$ cat config.mk
export PLATFORM = sky130hd
export DESIGN_NAME = ram_arbiter
export DESIGN_NICKNAME = d
export VERILOG_FILES = /design/src/rtl/ram_ctrl_pkg.sv /design/src/rtl/rr_pick2.sv /design/src/rtl/ram_arbiter.sv
export SDC_FILE = /design/constraint.sdc
export NUM_CORES = 1
export LEC_CHECK = 0
export ABC_AREA = 1
export ABC_CLOCK_PERIOD_IN_PS = 1700
export CAP_MARGIN = 10
export CORE_AREA = 8 8 71 73
export CTS_BUF_LIST = sky130_fd_sc_hd__clkbuf_4 sky130_fd_sc_hd__clkbuf_8 sky130_fd_sc_hd__clkbuf_16
export CTS_CLUSTER_DIAMETER = 100
export DETAILED_ROUTE_END_ITERATION = 10
export DIE_AREA = 0 0 79 81
export DONT_BUFFER_PORTS = 1
export PLACE_DENSITY = 0.75
export SLEW_MARGIN = 30
export SYNTH_ARGS = -nofsm -noshare
export SYNTH_HDL_FRONTEND = slang
export SYNTH_SLANG_ARGS = --single-unit
export TNS_END_PERCENT = 5
$ cat constraint.sdc
create_clock -name clk -period 1.7 [get_ports clk]
set_input_delay 0.34 -clock clk [delete_from_list [all_inputs] [get_ports clk]]
set_output_delay 0.34 -clock clk [all_outputs]
set_load 0.1 [all_outputs]
$ cat src/rtl/ram_ctrl_pkg.sv
// Shared definitions for the block-RAM controllers: FSM encoding, client ids
// and default RAM geometry.
package ram_ctrl_pkg;

  localparam int ADDR_W = 8;
  localparam int DATA_W = 16;

  typedef enum logic [1:0] {
    IDLE    = 2'd0,
    ISSUE   = 2'd1,
    CAPTURE = 2'd2
  } state_e;

  localparam logic CLIENT_A = 1'b0;
  localparam logic CLIENT_B = 1'b1;

endpackage

$ cat src/rtl/rr_pick2.sv
// Combinational two-way round-robin pick: on a tie the client that was not
// granted last wins.
module rr_pick2
  import ram_ctrl_pkg::*;
(
  input  logic eligible_a,
  input  logic eligible_b,
  input  logic last_grant,
  output logic valid,
  output logic winner
);

  // Select the winner among the eligible clients.
  always_comb begin
    valid  = eligible_a | eligible_b;
    winner = CLIENT_A;
    if (eligible_a && eligible_b) begin
      winner = (last_grant == CLIENT_A) ? CLIENT_B : CLIENT_A;
    end else if (eligible_b) begin
      winner = CLIENT_B;
    end else begin
      winner = CLIENT_A;
    end
  end

endmodule

$ cat src/rtl/ram_arbiter.sv
// Round-robin arbiter sharing one synchronous single-port RAM between two
// held-request clients; every output is driven from a flop.
module ram_arbiter
  import ram_ctrl_pkg::*;
#(
  parameter int ADDR_W = ram_ctrl_pkg::ADDR_W,
  parameter int DATA_W = ram_ctrl_pkg::DATA_W
) (
  input  logic              clk,
  input  logic              reset,
  input  logic              a_req,
  input  logic              a_we,
  input  logic [ADDR_W-1:0] a_addr,
  input  logic [DATA_W-1:0] a_wdata,
  output logic              a_ack,
  input  logic              b_req,
  input  logic              b_we,
  input  logic [ADDR_W-1:0] b_addr,
  input  logic [DATA_W-1:0] b_wdata,
  output logic              b_ack,
  output logic [DATA_W-1:0] rdata,
  output logic              ram_we,
  output logic [ADDR_W-1:0] ram_addr,
  output logic [DATA_W-1:0] ram_din,
  input  logic [DATA_W-1:0] ram_dout
);

  state_e              state_q, state_d;
  logic                ram_we_q, ram_we_d;
  logic [ADDR_W-1:0]   ram_addr_q, ram_addr_d;
  logic [DATA_W-1:0]   ram_din_q, ram_din_d;
  logic [DATA_W-1:0]   rdata_q, rdata_d;
  logic                a_ack_q, a_ack_d;
  logic                b_ack_q, b_ack_d;
  logic                last_grant_q, last_grant_d;
  logic                winner_q, winner_d;
  logic                eligible_a_s, eligible_b_s;
  logic                pick_valid_s, pick_winner_s;

  // A client still in its ack cycle is not eligible, so a held req cannot be re-granted.
  assign eligible_a_s = a_req & ~a_ack_q;
  assign eligible_b_s = b_req & ~b_ack_q;

  rr_pick2 u_pick (
    .eligible_a (eligible_a_s),
    .eligible_b (eligible_b_s),
    .last_grant (last_grant_q),
    .valid      (pick_valid_s),
    .winner     (pick_winner_s)
  );

  // Next-state and next-output logic for the access sequence.
  always_comb begin
    state_d      = state_q;
    ram_we_d     = 1'b0;
    ram_addr_d   = ram_addr_q;
    ram_din_d    = ram_din_q;
    rdata_d      = rdata_q;
    a_ack_d      = 1'b0;
    b_ack_d      = 1'b0;
    last_grant_d = last_grant_q;
    winner_d     = winner_q;
    case (state_q)
      IDLE: begin
        if (pick_valid_s) begin
          winner_d = pick_winner_s;
          state_d  = ISSUE;
          if (pick_winner_s == CLIENT_A) begin
            ram_we_d   = a_we;
            ram_addr_d = a_addr;
            ram_din_d  = a_wdata;
          end else begin
            ram_we_d   = b_we;
            ram_addr_d = b_addr;
            ram_din_d  = b_wdata;
          end
        end else begin
          state_d = IDLE;
        end
      end
      ISSUE: begin
        state_d = CAPTURE;
      end
      CAPTURE: begin
        rdata_d      = ram_dout;
        last_grant_d = winner_q;
        state_d      = IDLE;
        if (winner_q == CLIENT_A) begin
          a_ack_d = 1'b1;
        end else begin
          b_ack_d = 1'b1;
        end
      end
      default: begin
        state_d = IDLE;
      end
    endcase
  end

  // State and output registers with synchronous reset.
  always_ff @(posedge clk) begin
    if (reset) begin
      state_q      <= IDLE;
      ram_we_q     <= 1'b0;
      ram_addr_q   <= '0;
      ram_din_q    <= '0;
      rdata_q      <= '0;
      a_ack_q      <= 1'b0;
      b_ack_q      <= 1'b0;
      last_grant_q <= CLIENT_B;
      winner_q     <= CLIENT_A;
    end else begin
      state_q      <= state_d;
      ram_we_q     <= ram_we_d;
      ram_addr_q   <= ram_addr_d;
      ram_din_q    <= ram_din_d;
      rdata_q      <= rdata_d;
      a_ack_q      <= a_ack_d;
      b_ack_q      <= b_ack_d;
      last_grant_q <= last_grant_d;
      winner_q     <= winner_d;
    end
  end

  assign ram_we   = ram_we_q;
  assign ram_addr = ram_addr_q;
  assign ram_din  = ram_din_q;
  assign rdata    = rdata_q;
  assign a_ack    = a_ack_q;
  assign b_ack    = b_ack_q;

endmodule

* After elaboration in Yosys (flattened, before gate mapping)
Cells that the tools add are included.
W data, S select, Z words.
** Word-level totals
- Register bits after elaboration :: 47
- Bits of input ports :: 70
- Output and inout port bits :: 43
- Word-level logic and storage cells :: 34
** Cells by class
- Eq/ne operators :: 2
- Muxes and demuxes :: 10
- Bitwise logic cells :: 8
- Reduce and logical (&&, ||, !) cells :: 5
** Operators by type and width (count)
- $mux W16 :: 1
- $mux W8 :: 1
- $mux W1 :: 7
- $not A1 Y1 :: 5
- $pmux W2 S2 :: 1
- $reduce_or A3 Y1 :: 1
- $and A1 B1 Y1 :: 2
- $eq A2 B1 Y1 const B :: 1
- $eq A2 B2 Y1 const B :: 1
- $logic_not A2 Y1 :: 1
- $reduce_and A2 Y1 :: 1
- $reduce_or A2 Y1 :: 1
- $logic_and A1 B1 Y1 :: 1
- $or A1 B1 Y1 :: 1

* Longest topological paths before layout
- Depth in word-level cells :: 5
- Gate-level depth with buffers :: 9
- Depth with buffers taken out :: 7

* Cells and area by module
From an unflattened synthesis, not the netlist that was laid out.
** Unflattened totals
- Cell total of the unflattened synthesis :: 332
- Area, all modules :: 2085.8 um^2
** By module, submodules not included
- ram_arbiter :: times used 1, cells each 329, area each 2070.7 um^2, seq. area each 940.9 um^2
- rr_pick2 :: times used 1, cells each 3, area each 15.0 um^2, seq. area each 0.0 um^2

* Least setup slack after synthesis
OpenSTA, ideal clock, no wires.
- Path kind :: register -> register
- From :: register a_ack_q (netlist: a_ack)
- To :: register ram_addr_q[2] (netlist: ram_addr[2])
- Library setup time :: 112 ps
- Arrival :: 1707 ps
- Data required time :: 1588 ps
- Path slack :: -118 ps
- Stages on the path, launching flop included :: 9
- Path buffers :: 1
- Clock period less this slack :: 1818 ps
- Cell sequence :: dfxtp_1 inv_1 nand2_2 nand2_1 nand3_2 buf_6 nand2_1 nand2_1 nor2_1
** On the way
- Word-level cells in the longest chain between the ends :: 5
- Elaborated cells on any way between the ends :: 7
- Those cells by class :: mux: 2; bitwise: 3; reduce/logical: 2
** Ends and longest elaborated chain
- start, declared :: line ram_arbiter.sv:33 : logic a_ack_q, a_ack_d;
- start signal, assigned :: line ram_arbiter.sv:118 : a_ack_q <= a_ack_d;
- $not A1 Y1 * :: line ram_arbiter.sv:41 : assign eligible_a_s = a_req & ~a_ack_q;
- $and A1 B1 Y1 * :: line ram_arbiter.sv:41
- $logic_and A1 B1 Y1 :: line rr_pick2.sv:17 : if (eligible_a && eligible_b) begin
- $mux W1 :: line rr_pick2.sv:17
- $mux W8 :: line ram_arbiter.sv:68 : if (pick_winner_s == CLIENT_A) begin
- end signal, assigned :: line ram_arbiter.sv:115 : ram_addr_q <= ram_addr_d;
- end, declared :: line ram_arbiter.sv:30 : logic [ADDR_W-1:0] ram_addr_q, ram_addr_d;
Every way passes the cells marked *; elsewhere a longest branch is shown, timed or not.
A chain may end at the register's enable or synchronous reset.

* Worst setup path after layout
- From :: register a_ack_q (netlist: a_ack)
- To :: register ram_din_q[6] (netlist: ram_din[6])
** On the way
- Word-level cells in the longest chain between the ends :: 5
- Elaborated cells on any way between the ends :: 7
- Those cells by class :: mux: 2; bitwise: 3; reduce/logical: 2
** Ends and longest elaborated chain
- $not A1 Y1 * :: line ram_arbiter.sv:41
- $and A1 B1 Y1 * :: line ram_arbiter.sv:41
- $logic_and A1 B1 Y1 :: line rr_pick2.sv:17
- $mux W1 :: line rr_pick2.sv:17
- $mux W16 :: line ram_arbiter.sv:68
- end signal, assigned :: line ram_arbiter.sv:116 : ram_din_q <= ram_din_d;
- end, declared :: line ram_arbiter.sv:31 : logic [DATA_W-1:0] ram_din_q, ram_din_d;
Marks and branches as above.

==> qor.txt <==
leakage -> 1.34 nW
worst-path cell chain -> inv_1 > nand3_2 > buf_12 > a21boi_0 > nor2_1 > nor2_1
buffer and inverter count on the worst path -> 2
Routed Wire Length -> 5690 um
Die Span X -> 79 um
setup TNS -> 0 ps
VDD IR max -> 0.000632 V
Fmax -> 718 MHz
Yosys top cell by area -> dfxtp_1
Avg WL per Cell -> 13.3 um
status -> complete, no violations
gr ovfl total -> 0
top post-synthesis cells by area -> dfxtp_1 41%, nor2_1 13%, nand2_1 13%
Rows -> 23
HP Class -> in -> reg
Worst-Skew Late Latency -> 290 ps
Fin. Hold Viols -> 0
clk buf depth -> 2
cell area after synthesis -> 2310 um^2
initial core utilization -> 59.1%
final setup fails -> 0
Synth cell types -> 21
Final HPWL DP -> 4320 um
Register-to-Register Path Depth -> 6
pin count of the biggest net entering global routing -> 37
CP Data Arrival Time -> 1610 ps
Clock Pin Slew Worst Setup and Hold Paths -> 90 ps
vias in the first global route -> 1853
DRT iter0 DRCs -> 108
R2R Path Start -> a_ack$_SDFF_PP0_
post-synth top area share -> 40.7%
max-cap violation count -> 0
antenna violations before repair -> 0
gr usage total -> 16.9%
ratio of cells with drive above 1 in the final layout -> 19.0%
via count -> 2129
crit path kind -> reg -> reg
critical path depth -> 6
Critical R2R Capture -> ram_din[6]$_SDFFE_PP0P_
Placed Cells -> 421
# DRC -> 0
PD cells -> 1200 nW/um^2
Net count, final -> 448
Filler cells -> 357
Critical Path Slowest Stage Cell -> dfxtp_2
placed cell areas -> 2620 um^2
Crit path max-delay family -> simple AND/OR/NAND/NOR gates
CP endpoint kind -> register
Hold-fix buffers, CTS -> 0
tightest slew margin relative to the limit -> 67.1%
reg2reg setup slack -> 310 ps
Worst Setup SP -> a_ack$_SDFF_PP0_
Final period util -> 81.9%
first-pass GRT wire length -> 8780 um
Syn Inst Count -> 339
CTS H-tree lvls -> 2
Worst EP required -> 1920 ps
syn nets -> 409
synth warn -> 0
Vias per Instance -> 4.96
CTS tree -> done
CP max stage delay -> 330 ps
CP Max Fanout -> 36
Antenna Cells -> 0
Die ar. -> 6400 um^2
Fin Clk Skew -> 7.98 ps
IO Port Bufs -> 0
Seq/Total Area, Yosys -> 40.7%
Setup Buffers After CTS -> 0
clock sink total -> 47
area delta synth->final -> 17.6%
RSZ-0062 raised after global routing -> no
worst slew pin tran -> 490 ps
fin util -> 69.5%
Clk Tree Root Cell -> clkbuf_8
CP Launch Type -> register
Final Max Tran Viols -> 0
number of nets with antenna violations after routing -> 0
DRT Pass-1 Iters -> 4
core area -> 3910 um^2
die height -> 81 um
final worst path period need -> 1390 ps
Crit path top cell by count -> nor2_1
Post-CTS Resized -> 0
#FFs+latches synth -> 47
TritonCTS Buffers -> 5
I/O pin count -> 113
RD Place Congestion -> 0.752
final instance area -> 2720 um^2
syn avg cell area -> 6.82 um^2
Layout Cells excl Fill -> 429
Critical Path End -> ram_din[6]$_SDFFE_PP0P_
==> area by class of cell <==
class | instances | area, um^2 | share of cell area (%)
inverter | 34 | 128 | 4.69
sequential | 47 | 943 | 34.7
tap | 50 | 62.6 | 2.30
timing repair buffer | 52 | 403 | 14.8
clock buffer | 6 | 82.6 | 3.04
multi-input combinational | 238 | 1080 | 39.9
clock inverter | 2 | 16.3 | 0.598
==> through the flow <==
step	hold slack (ps)	setup slack (ps)	total power [mW]
4_1_cts	90.4	301	3.30
3_5_place_dp	413	330	2.60
6_report	101	308	3.27
3_3_place_gp	412	409	2.57
5_1_grt	92.6	145	3.43
2_1_floorplan	403	230	2.38
==> synthesized netlist by cell type (all sizes together) <==
cell type / n
inv: 33
o21ai: 16
clkinv: 1
nor2: 83
clkbuf: 7
a21boi: 24
buf: 13
nand2: 83
nor3: 4
nand3: 26
dfxtp: 47
a21oi: 2
==> registers in the layout (all words and copies together) (netlist names) <==
name / flops
rdata: 16
ram_we: 1
last_grant_q: 1
ram_addr: 8
a_ack: 1
ram_din: 16
b_ack: 1
winner_q: 1
state_q: 2
==> report_power, final <==
| part | total, mW | switching (mW) | internal, mW |
|---|---|---|---|
| combinational | 1.33 | 1.04 | 0.289 |
| clock | 0.703 | 0.371 | 0.332 |
| sequential | 1.23 | 0.0306 | 1.20 |
==> worst min-delay path by stage <==
| stage | start | to | slack (ps) | cells after the start |
|---|---|---|---|---|
| after CTS | reset | b_ack$_SDFF_PP0_ | 90 | 1 |
| after global routing | reset | state_q[1]$_SDFF_PP0_ | 90 | 1 |
| after global placement | reset | b_ack$_SDFF_PP0_ | 410 | 1 |
| after floorplan | winner_q$_SDFFE_PP0P_ | a_ack$_SDFF_PP0_ | 400 | 1 |
| final | reset | b_ack$_SDFF_PP0_ | 100 | 1 |
| after detailed placement | reset | b_ack$_SDFF_PP0_ | 410 | 1 |
==> cell families after synthesis <==
family,count (synthesis),share of synthesized area (%)
simple gates,196,34.5
buf+inv,54,12.4
compound gates,42,12.3
flops,47,40.7
==> layout by cell type, fill, tap and decap left out <==
| cell type | netlist | layout |
|---|---|---|
| nor2_1 | 83 | 83 |
| nand2_1 | 79 | 79 |
| buf_4 | 2 | 51 |
| dfxtp_1 | 47 | 45 |
| inv_1 | 31 | 31 |
| nand3_1 | 24 | 24 |
| o21ai_0 | 16 | 16 |
| a21boi_0 | 14 | 14 |
| a21boi_1 | 10 | 10 |
| clkbuf_8 | 2 | 6 |
| nor3_1 | 4 | 4 |
| nand2_2 | 3 | 3 |
| inv_2 | 2 | 2 |
| nand3_2 | 2 | 2 |
| dfxtp_2 | 0 | 2 |
| nand2_4 | 1 | 1 |
| a21oi_4 | 1 | 1 |
| clkinv_1 | 1 | 1 |
| a21oi_2 | 1 | 1 |
| clkinvlp_4 | 0 | 1 |
| clkinv_4 | 0 | 1 |
| buf_12 | 0 | 1 |
==> per-layer routing <==
layer  vias to the layer above  global-route usage (%)  part of all wire (%)
met5                         -                       0                     0
met4                         0                    3.89                  0.39
met1                       934                    18.2                    41
li1                       1123                       -                     -
met3                         2                    6.40                   8.7
met2                        70                    30.6                    50
Note: power is estimated with default switching activity, not from simulation.
